**src/rtl/divider_core_n_if.sv**
```systemverilog
// divider_core_n handshake and result bundle.
// Driver side uses master, the divider core uses slave.
interface divider_core_n_if #(
   parameter int WIDTH = 8
);
   logic             Start;
   logic             Ack;
   logic [WIDTH-1:0] Xin;
   logic [WIDTH-1:0] Yin;
   logic [WIDTH-1:0] Quotient;
   logic [WIDTH-1:0] Remainder;
   logic             Done;
   logic             Qi;
   logic             Qc;
   logic             Qd;
   logic             DivByZero;
   logic [WIDTH:0]   Cycles;

   modport master (
      output Start, Ack, Xin, Yin,
      input  Quotient, Remainder, Done,
      input  Qi, Qc, Qd, DivByZero, Cycles
   );

   modport slave (
      input  Start, Ack, Xin, Yin,
      output Quotient, Remainder, Done,
      output Qi, Qc, Qd, DivByZero, Cycles
   );
endinterface

```
**src/rtl/divider_core_n.sv**
```systemverilog
// Parametrised unsigned divider, QI/QC/QD handshake.
// MODE 0: repetitive subtraction, MODE 1: restoring shift-subtract.
module divider_core_n #(
   parameter int WIDTH = 8,
   parameter int MODE  = 0
) (
   input logic              Clk,
   input logic              Reset,
   divider_core_n_if.slave  bus
);
   localparam int CW = (WIDTH > 2) ? $clog2(WIDTH) : 1;

   localparam logic [1:0] QI = 2'b00;
   localparam logic [1:0] QC = 2'b01;
   localparam logic [1:0] QD = 2'b10;

   logic [1:0]       state_q, state_d;
   logic [WIDTH-1:0] x_q, x_d;
   logic [WIDTH-1:0] y_q, y_d;
   logic [WIDTH-1:0] quot_q, quot_d;
   logic [WIDTH-1:0] rem_q, rem_d;
   logic             dbz_q, dbz_d;
   logic [WIDTH:0]   cyc_q, cyc_d;
   logic [WIDTH:0]   r_q, r_d;
   logic [WIDTH-1:0] sq_q, sq_d;
   logic [CW-1:0]    cnt_q, cnt_d;
   logic [WIDTH:0]   t_w;
   logic             ge_w;

   // next-state and datapath for all three states
   always_comb begin
      state_d = state_q;
      x_d     = x_q;
      y_d     = y_q;
      quot_d  = quot_q;
      rem_d   = rem_q;
      dbz_d   = dbz_q;
      cyc_d   = cyc_q;
      r_d     = r_q;
      sq_d    = sq_q;
      cnt_d   = cnt_q;
      t_w     = {r_q[WIDTH-1:0], sq_q[WIDTH-1]};
      ge_w    = (t_w >= {1'b0, y_q});
      case (state_q)
         QI: begin
            x_d    = bus.Xin;
            y_d    = bus.Yin;
            quot_d = '0;
            dbz_d  = 1'b0;
            r_d    = '0;
            sq_d   = bus.Xin;
            cnt_d  = '0;
            if (bus.Start) begin
               state_d = QC;
               cyc_d   = '0;
            end
         end
         QC: begin
            cyc_d = cyc_q + 1'b1;
            if (y_q == '0) begin
               quot_d  = '1;
               rem_d   = x_q;
               dbz_d   = 1'b1;
               state_d = QD;
            end else if (MODE == 0) begin
               if (x_q >= y_q) begin
                  x_d    = x_q - y_q;
                  quot_d = quot_q + 1'b1;
               end else begin
                  rem_d   = x_q;
                  state_d = QD;
               end
            end else begin
               if (ge_w) begin
                  r_d  = t_w - {1'b0, y_q};
                  sq_d = {sq_q[WIDTH-2:0], 1'b1};
               end else begin
                  r_d  = t_w;
                  sq_d = {sq_q[WIDTH-2:0], 1'b0};
               end
               cnt_d = cnt_q + 1'b1;
               if (cnt_q == CW'(WIDTH - 1)) begin
                  quot_d  = sq_d;
                  rem_d   = r_d[WIDTH-1:0];
                  state_d = QD;
               end
            end
         end
         QD: begin
            if (bus.Ack) begin
               state_d = QI;
            end
         end
         default: state_d = QI;
      endcase
   end

   // state and datapath registers, async active-low clear
   always_ff @(posedge Clk or negedge Reset) begin
      if (!Reset) begin
         state_q <= QI;
         x_q     <= '0;
         y_q     <= '0;
         quot_q  <= '0;
         rem_q   <= '0;
         dbz_q   <= 1'b0;
         cyc_q   <= '0;
         r_q     <= '0;
         sq_q    <= '0;
         cnt_q   <= '0;
      end else begin
         state_q <= state_d;
         x_q     <= x_d;
         y_q     <= y_d;
         quot_q  <= quot_d;
         rem_q   <= rem_d;
         dbz_q   <= dbz_d;
         cyc_q   <= cyc_d;
         r_q     <= r_d;
         sq_q    <= sq_d;
         cnt_q   <= cnt_d;
      end
   end

   assign bus.Quotient  = quot_q;
   assign bus.Remainder = rem_q;
   assign bus.DivByZero = dbz_q;
   assign bus.Cycles    = cyc_q;
   assign bus.Qi        = (state_q == QI);
   assign bus.Qc        = (state_q == QC);
   assign bus.Qd        = (state_q == QD);
   assign bus.Done      = (state_q == QD);
endmodule

```
**src/flat_wrapper.sv**
```systemverilog
// flat-port wrapper written by rule: the top's interface ports become plain ports
module divider_core_n_flat 
#(
   parameter int WIDTH = 8,
   parameter int MODE  = 0
)
  (Clk, Reset, bus_Start, bus_Ack, bus_Xin, bus_Yin, bus_Quotient, bus_Remainder, bus_Done, bus_Qi, bus_Qc, bus_Qd, bus_DivByZero, bus_Cycles);
  divider_core_n_if #(.WIDTH(WIDTH)) bus_i ();
  input logic Clk;
  input logic Reset;
  input wire logic [$bits(bus_i.Start)-1:0] bus_Start;
  input wire logic [$bits(bus_i.Ack)-1:0] bus_Ack;
  input wire logic [$bits(bus_i.Xin)-1:0] bus_Xin;
  input wire logic [$bits(bus_i.Yin)-1:0] bus_Yin;
  output wire logic [$bits(bus_i.Quotient)-1:0] bus_Quotient;
  output wire logic [$bits(bus_i.Remainder)-1:0] bus_Remainder;
  output wire logic [$bits(bus_i.Done)-1:0] bus_Done;
  output wire logic [$bits(bus_i.Qi)-1:0] bus_Qi;
  output wire logic [$bits(bus_i.Qc)-1:0] bus_Qc;
  output wire logic [$bits(bus_i.Qd)-1:0] bus_Qd;
  output wire logic [$bits(bus_i.DivByZero)-1:0] bus_DivByZero;
  output wire logic [$bits(bus_i.Cycles)-1:0] bus_Cycles;
  assign bus_i.Start = bus_Start;
  assign bus_i.Ack = bus_Ack;
  assign bus_i.Xin = bus_Xin;
  assign bus_i.Yin = bus_Yin;
  assign bus_Quotient = bus_i.Quotient;
  assign bus_Remainder = bus_i.Remainder;
  assign bus_Done = bus_i.Done;
  assign bus_Qi = bus_i.Qi;
  assign bus_Qc = bus_i.Qc;
  assign bus_Qd = bus_i.Qd;
  assign bus_DivByZero = bus_i.DivByZero;
  assign bus_Cycles = bus_i.Cycles;
  divider_core_n #(.WIDTH(WIDTH), .MODE(MODE)) u_core (.Clk(Clk), .Reset(Reset), .bus(bus_i));
endmodule
```
**config.mk**
```make
export PLATFORM = sky130hd
export DESIGN_NAME = divider_core_n_flat
export DESIGN_NICKNAME = d
export VERILOG_FILES = /design/src/rtl/divider_core_n_if.sv /design/src/rtl/divider_core_n.sv /design/src/flat_wrapper.sv
export SDC_FILE = /design/constraint.sdc
export NUM_CORES = 1
export LEC_CHECK = 0
export CORE_MARGIN = 2
export CORE_UTILIZATION = 51
export DETAILED_ROUTE_END_ITERATION = 6
export GPL_ROUTABILITY_DRIVEN = 0
export GPL_TIMING_DRIVEN = 1
export PLACE_DENSITY = 0.79
export SLEW_MARGIN = 20
export SYNTH_ARGS = -nofsm -noshare
export SYNTH_HDL_FRONTEND = slang
export SYNTH_SLANG_ARGS = --single-unit
```
**constraint.sdc**
```tcl
create_clock -name Clk -period 2.6 [get_ports Clk]
set_input_delay 0.26 -clock Clk [delete_from_list [all_inputs] [get_ports Clk]]
set_output_delay 0.26 -clock Clk [all_outputs]
set_load 0.05 [all_outputs]
```
* Word-level counts from Yosys, hierarchy flattened
Cells that the tools add are included.
** Storage, ports and cells
- Bits in registers :: 44
- Input bits :: 20
- Output and inout bits :: 30
- Logic and storage cells :: 47
** Cells by class
- Add/subtract/negate cells :: 3
- $lt $le $gt $ge :: 1
- Equal/unequal tests :: 10
- Muxes and demuxes :: 17
- Reduce and logical (&&, ||, !) cells :: 9
** Operators by type and width (number)
- 2-to-1 mux 8 bit :: 6
- one-hot mux 8 bit (2 select lines) :: 2
- one-hot mux 9 bit (2 select lines) :: 1
- adder 9 x 1 -> 9 bit, second input constant :: 1
- 2-to-1 mux 9 bit :: 1
- adder 8 x 1 -> 8 bit, second input constant :: 1
- >= comparator 8 bit :: 1
- zero test 8 bit :: 1
- 2-to-1 mux 2 bit :: 4
- AND reduction 2 bit :: 4
- subtractor 8 bit :: 1
- != test 2 x 1 -> 1 bit, second input constant :: 3
- != test 2 bit, second input constant :: 3
- one-hot mux 2 bit (3 select lines) :: 1
- AND reduction 3 bit :: 2
- != test 3 x 1 -> 1 bit, second input constant :: 1
- != test 3 x 2 -> 1 bit, second input constant :: 1
- equality test 2 x 1 -> 1 bit, second input constant :: 1
- equality test 2 bit, second input constant :: 1
- zero test 2 bit :: 1
- one-hot mux 1 bit (2 select lines) :: 1
- nonzero test 2 bit :: 1
- 2-to-1 mux 1 bit :: 1

* Longest topological paths before layout
Gate-level depths: netlist (run 1).
- Word-level depth :: 4
- Gate-level depth with buffers :: 12
- Gate-level depth less buffers :: 10

* Worst setup path after synthesis (run 1)
Ideal clock, no wire load.
- Path kind :: reg2reg
- Start :: register u_core.x_q[0]
- End :: register u_core.rem_q[1], in the netlist u_core.bus.Remainder[1]
- Setup time :: 0.125 ns
- Arrival time :: 2.037 ns
- Required time :: 2.475 ns
- Path slack :: 0.438 ns
- Stages on the path, launching flop included :: 12
- Buffers on the path :: 1
- Period minus slack after synthesis :: 2.162 ns
- Cells stage by stage :: dfrtp_1 > inv_1 > ha_1 > inv_1 > fa_1 > nand3_1 > a31oi_1 > or2_1 > buf_6 > nand2_4 > nand2_8 > mux2_4
** Between the ends
- Cells in the longest elaborated chain, start to end :: 3
** RTL lines
- start: declaration :: line divider_core_n.sv:18 : logic [WIDTH-1:0] x_q, x_d;
- start signal: assignment :: line divider_core_n.sv:102 : x_q <= '0;
- start signal: assignment :: line divider_core_n.sv:113 : x_q <= x_d;
- >= comparator 8 bit :: line divider_core_n.sv:66 : if (x_q >= y_q) begin
- != test 2 x 1 -> 1 bit (no source line)
- AND reduction 2 bit (no source line)
- end signal: assignment :: line divider_core_n.sv:116 : rem_q <= rem_d;
- end: declaration :: line divider_core_n.sv:21 : logic [WIDTH-1:0] rem_q, rem_d;
No other way between the ends.
A chain may end at the register's enable or synchronous reset.

* Final worst setup path (run 1)
- Start :: register u_core.x_q[0]
- End :: register u_core.rem_q[0], in the netlist u_core.bus.Remainder[0]
** Between the ends
- Cells in the longest elaborated chain, start to end :: 3
- Elaborated cells between the ends (all ways) :: 5
- Those cells by class :: order compare: 1; eq/ne: 1; mux: 2; reduce/logical: 1
** RTL lines (line)
- >= comparator 8 bit :: divider_core_n.sv:66
- != test 2 x 1 -> 1 bit (no source line)
- AND reduction 2 bit (no source line)
Several ways; a longest one is shown, not always the timed one. The select of a mux whose other input is x is not followed.

==> results of run 1 <==
layout make-up:
class,instances,area (sq um)
multi-input combinational,176,1220
inverter,16,60.1
tap,54,67.6
clock buffer,5,68.8
fill,383,1550
timing repair buffer,54,548
sequential,44,1100
clock inverter,3,46.3
critical path: stages, from the launching register on:
cell and delay [ps]:
dfrtp_1 400, inv_1 80, ha_1 150, inv_1 50, fa_1 400, nand3_1 130, a31oi_1 110, or2_1 400
nand2_4 190, nand2_8 100, mux2_4 320
how the worst max path moves through the flow:
stage / end / startpoint / slack [ps]
floorplan: u_core.bus.Remainder[1] / u_core.x_q[0] / 440
global placement: u_core.bus.Remainder[0] / u_core.x_q[0] / 270
detailed placement: u_core.x_q[3] / u_core.x_q[0] / 140
CTS: u_core.x_q[3] / u_core.x_q[0] / 140
global route: u_core.bus.Remainder[6] / u_core.x_q[0] / 30
finish: u_core.bus.Remainder[0] / u_core.x_q[0] / 170
cell families after synthesis:
| family | after synthesis | share of synthesized area |
|---|---|---|
| AOI/OAI and AO/OA | 62 | 0.160 |
| adders and majority gates | 11 | 0.0593 |
| xor gates and xnor gates | 9 | 0.0322 |
| and+or+nand+nor | 80 | 0.171 |
| DFF | 44 | 0.450 |
| buffers and inverters | 27 | 0.0511 |
| muxes | 14 | 0.0761 |
layer usage:
layer  vias to the layer above  track usage
met2                        67        0.345
met3                         9       0.0535
met1                       963        0.268
li1                        963            -
met4                         0       0.0727
met5                         -            0
per-stage QoR:
| step | power, mW | area [sq um] |
|---|---|---|
| floorplan | 3.35 | 2450 |
| global route | 4.98 | 3110 |
| CTS | 4.56 | 3080 |
| finish | 4.63 | 3110 |
| detailed placement | 4.01 | 2970 |
| global placement | 3.93 | 2970 |
what timing repair did:
| item | CTS | global route |
|---|---|---|
| endpoints found under the setup margin | 0 | 5 |
| setup buffers | 0 | 1 |
| gates resized for setup | 0 | 0 |
| endpoints found under the hold margin | 0 | 20 |
| hold buffers | 0 | 1 |
report_power, final:
part	total, mW	switching [mW]	internal, mW
sequential	1.18	0.230	0.946
clock	0.536	0.247	0.289
combinational	2.91	1.71	1.20
total	4.63	2.19	2.44
layout by cell type, fill, tap and decap left out, types with 4 or more instances in the layout:
cell type,n
a21oi_1,18
buf_4,5
clkbuf_8,5
clkdlybuf4s50_1,46
dfrtp_1,44
ha_1,10
inv_1,14
mux2_4,9
mux2i_1,4
nand2_1,20
nand2b_1,4
nand3_1,4
nand4_1,4
nor2_1,22
nor3_1,4
o21ai_0,20
o22a_1,5
xnor2_1,7
state kept, by name, indices dropped and copies added (netlist names):
signal / cells
u_core.bus.Cycles: 9
u_core.bus.DivByZero: 1
u_core.bus.Quotient: 8
u_core.bus.Remainder: 8
u_core.state_q: 2
u_core.x_q: 8
u_core.y_q: 8
==> results.cfg, run 1 <==
[outcome]
outcome = finished, final reports clean

[job]
cap_viol_max_count = 0

[route]
wire_per_inst_um = 14.8
vias = 2002
route.met2.wl_um = 2490
dr.pass1.iters = 4
drc = 0
via_per_inst = 5.69
wl_um = 5200
top_layer = met4
ant_nets = 0
wl_met1_um = 2300
route.met3.wl_um = 313
drt-initial-drc-count = 162

[finish]
num_antenna_cells = 0
drive_gt1_frac = 0.117
area.growth.synth_to_final_pct = 27.2
utilization = 0.668
final_cell_count_no_fill = 352
final_nets = 328

[clock_network]
clock_latency_ps = 300
cts_buffers = 5
cts-root-buf = clkbuf_8
clockBufferDepth = 2
cts_tree = done
clkSlewWorstSetupHoldPaths_ps = 90
cts_max_level = 2
cts_sinks = 44

[setup_path]
end_kind = flop
arrival_ps = 2620
r2r_slack_ps = 170
cp_max_fo = 10
required_ps = 2790
r2r_start = u_core.x_q[0]
reg2reg_depth = 10
path_class = flop to flop
r2r_end = u_core.bus.Remainder[0]
cp-start-kind = flop

[placement]
pre_cts_slack_ps = 140
io_buffers = 49
dpl.cell_count = 342
hpwl_um = 3760

[synthesis]
ys_ff_latch = 44
yosysSeqAreaShare = 0.450
synth-main-ff-cell = dfrtp_1
synth_nets = 278
ys_types = 51
synth_common_cells = 44 x dfrtp_1, 22 x nor2_1, 20 x nand2_1, 20 x o21ai_0, 18 x a21oi_1
syn_avg_cell_area_sq_um = 9.91
synth_area_leaders = dfrtp_1 45%, mux2_4 5.5%, ha_1 5.1%
synth_cells = 247
synth_edf_count = 0
ys_warn_count = 0
async_flop_share = 1.00
synth.most_common_cell = dfrtp_1
synth_area_sq_um = 2450
synth_largest_area_cell = dfrtp_1
synth_top_area_share = 0.450

[global_route]
grt_pass1_vias = 1985
antenna_found_initial = 0
grt_max_degree = 45
gr-usage-all-layers = 0.209
grt_pass1_wl_um = 8700
grt_overflow = 0

[die]
coreArea_sq_um = 4660
rows = 25
io_pins = 50
die_width_um = 73.3
die-area_sq_um = 5370
initial_core_util = 0.525
die_height_um = 73.3

[timing]
fin_ws_ps = 167
setup_viol = 0
period_share = 0.936
hold_violations = 0
slew_violations = 0
final.setup.tns_ps = 0
worst_slew_pin_slew_ps = 550
fin_crit_ps = 2430
whs_ps = 495
rsz0062_at_grt = false
skew_ps = 6.63
slew_headroom = 0.633
fmax_ghz = 0.411

[power_and_ir_drop]
p_per_area_nw_per_um2 = 1490
vdd_drop_max_mv = 0.757
p_leak_nw = 1.42

[min_path]
hold_class = input pin to asynchronous set/reset pin
(Power assumes the default switching activity.)
==> run 2: changes to the inputs <==
--- a/config.mk
+++ b/config.mk
@@ -8,9 +8,10 @@
 export CORE_MARGIN = 2
 export CORE_UTILIZATION = 51
 export DETAILED_ROUTE_END_ITERATION = 6
+export DONT_BUFFER_PORTS = 1
 export GPL_ROUTABILITY_DRIVEN = 0
 export GPL_TIMING_DRIVEN = 1
-export PLACE_DENSITY = 0.79
+export PLACE_DENSITY = 0.66
 export SLEW_MARGIN = 20
 export SYNTH_ARGS = -nofsm -noshare
 export SYNTH_HDL_FRONTEND = slang
==> constraint.sdc (replaced) <==
create_clock -name Clk -period 3.15 [get_ports Clk]
set_input_delay 0.315 -clock Clk [delete_from_list [all_inputs] [get_ports Clk]]
set_output_delay 0.315 -clock Clk [all_outputs]
set_load 0.05 [all_outputs]
==> results.cfg, run 2 (synthesis gave the netlist of run 1 again) <==
[finish]
final_cell_count_no_fill = 302
fillers = 420
fin_area_sq_um = 2620
final_nets = 278
largest_reg_flops = 9
num_antenna_cells = 0
drive_gt1_frac = 0.129
layout_commonest_cell = dfrtp_1
mostFrequentLayoutCells = 44 x dfrtp_1, 21 x nor2_1, 20 x nand2_1, 20 x o21ai_0, 18 x a21oi_1
area.growth.synth_to_final_pct = 7.10

[die]
coreArea_sq_um = 4660
io_pins = 50
die_width_um = 73.3
initial_core_util = 0.525
die_height_um = 73.3
die-area_sq_um = 5370
rows = 25

[setup_path]
crit_cells = 10
arrival_ps = 2670
crit_path_top_delay_cell = o21ai_4
path_class = flop to flop
cp_max_fo = 17
crit_chain = inv_1, ha_1, inv_1, fa_1, nand3_1, a31oi_1, or2_1, o21ai_4, a221oi_1, a21oi_1
cp_num_buf_inv = 2
reg2reg_depth = 10
end_kind = flop
worst_path_most_repeated_cell = inv_1
required_ps = 3380
cp-start-kind = flop
cp_top_family = compound AO/OA/AOI/OAI gates
crit_path_start = u_core.x_q[0]
max_stage_delay_ps = 420
r2r_start = u_core.x_q[0]

[timing]
fin_ws_ps = 708
rsz0062_at_grt = false
skew_ps = 10.9
worst_slew_pin_slew_ps = 827
fmax_ghz = 0.410
final.setup.tns_ps = 0
period_share = 0.775
setup_viol = 0
slew_headroom = 0.448
fin_crit_ps = 2440
slew_violations = 0
hold_violations = 0

[min_path]
min_path_cells = 1
hold_class = input pin to flop
hold_start = bus_Ack

[route]
wl_um = 5000
drc = 0
wire_per_inst_um = 16.6
via_per_inst = 5.78
dr.pass1.iters = 4
ant_nets = 0
vias = 1747
drt-initial-drc-count = 72

[placement]
pre_cts_slack_ps = 726
dpl.cell_count = 292
placed_cell_area_sq_um = 2470
hpwl_um = 3650
io_buffers = 0

[clock_network]
clockBufferDepth = 2
cts_max_level = 2
cts_buffers = 5
cts_tree = done
clock_latency_ps = 300
cts-resized-gates = 0
clkSlewWorstSetupHoldPaths_ps = 90
cts-root-buf = clkbuf_8
cts_sinks = 44

[global_route]
gr-usage-all-layers = 0.198
grt_overflow = 0
grt_max_degree = 45
grt_pass1_vias = 1730
antenna_found_initial = 0
grt_pass1_wl_um = 8250

[outcome]
outcome = finished, final reports clean

[job]
cap_viol_max_count = 0
run 2: cell type report:
| class | count | area (sq um) | area share |
|---|---|---|---|
| sequential | 44 | 1100 | 0.420 |
| clock inverter | 3 | 47.5 | 0.0181 |
| clock buffer | 5 | 68.8 | 0.0262 |
| inverter | 16 | 60.1 | 0.0229 |
| tap | 54 | 67.6 | 0.0258 |
| multi-input combinational | 176 | 1220 | 0.467 |
| timing repair buffer | 4 | 52.6 | 0.0200 |
run 2: layer usage:
layer / global-route usage / routed length (um) / vias to the layer above
met5: 0 / 0 / -
met4: 0.0747 / 116 / 0
met3: 0.0562 / 232 / 10
met2: 0.314 / 2330 / 37
met1: 0.256 / 2320 / 832
li1: - / - / 868
run 2: repair_timing:
| action | CTS | global route |
|---|---|---|
| hold buffers | 2 | 0 |
| endpoints found under the hold margin | 44 | 0 |
| buffers inserted | 0 | 0 |
run 2: final timing paths:
path                            slack, ps                 endpoint
worst max-delay path                  710            u_core.x_q[5]
worst min-delay path                  120        u_core.state_q[1]
worst max register to register        710            u_core.x_q[5]
worst min register to register        530  u_core.bus.Remainder[0]
max in group asynchronous            2420   u_core.bus.Quotient[2]
min in group asynchronous             510     u_core.bus.Cycles[2]
run 2: per-stage QoR:
stage,utilization,hold slack (ps)
after global placement,0.530,20.6
after CTS,0.563,111
final,0.563,115
after detailed placement,0.530,20.7
after global routing,0.563,116
after floorplan,-,19.4
Power of run 2 is left out: the tool's default activity adds up to more than one toggle a clock period on the data nets, which glitch-free logic cannot reach.
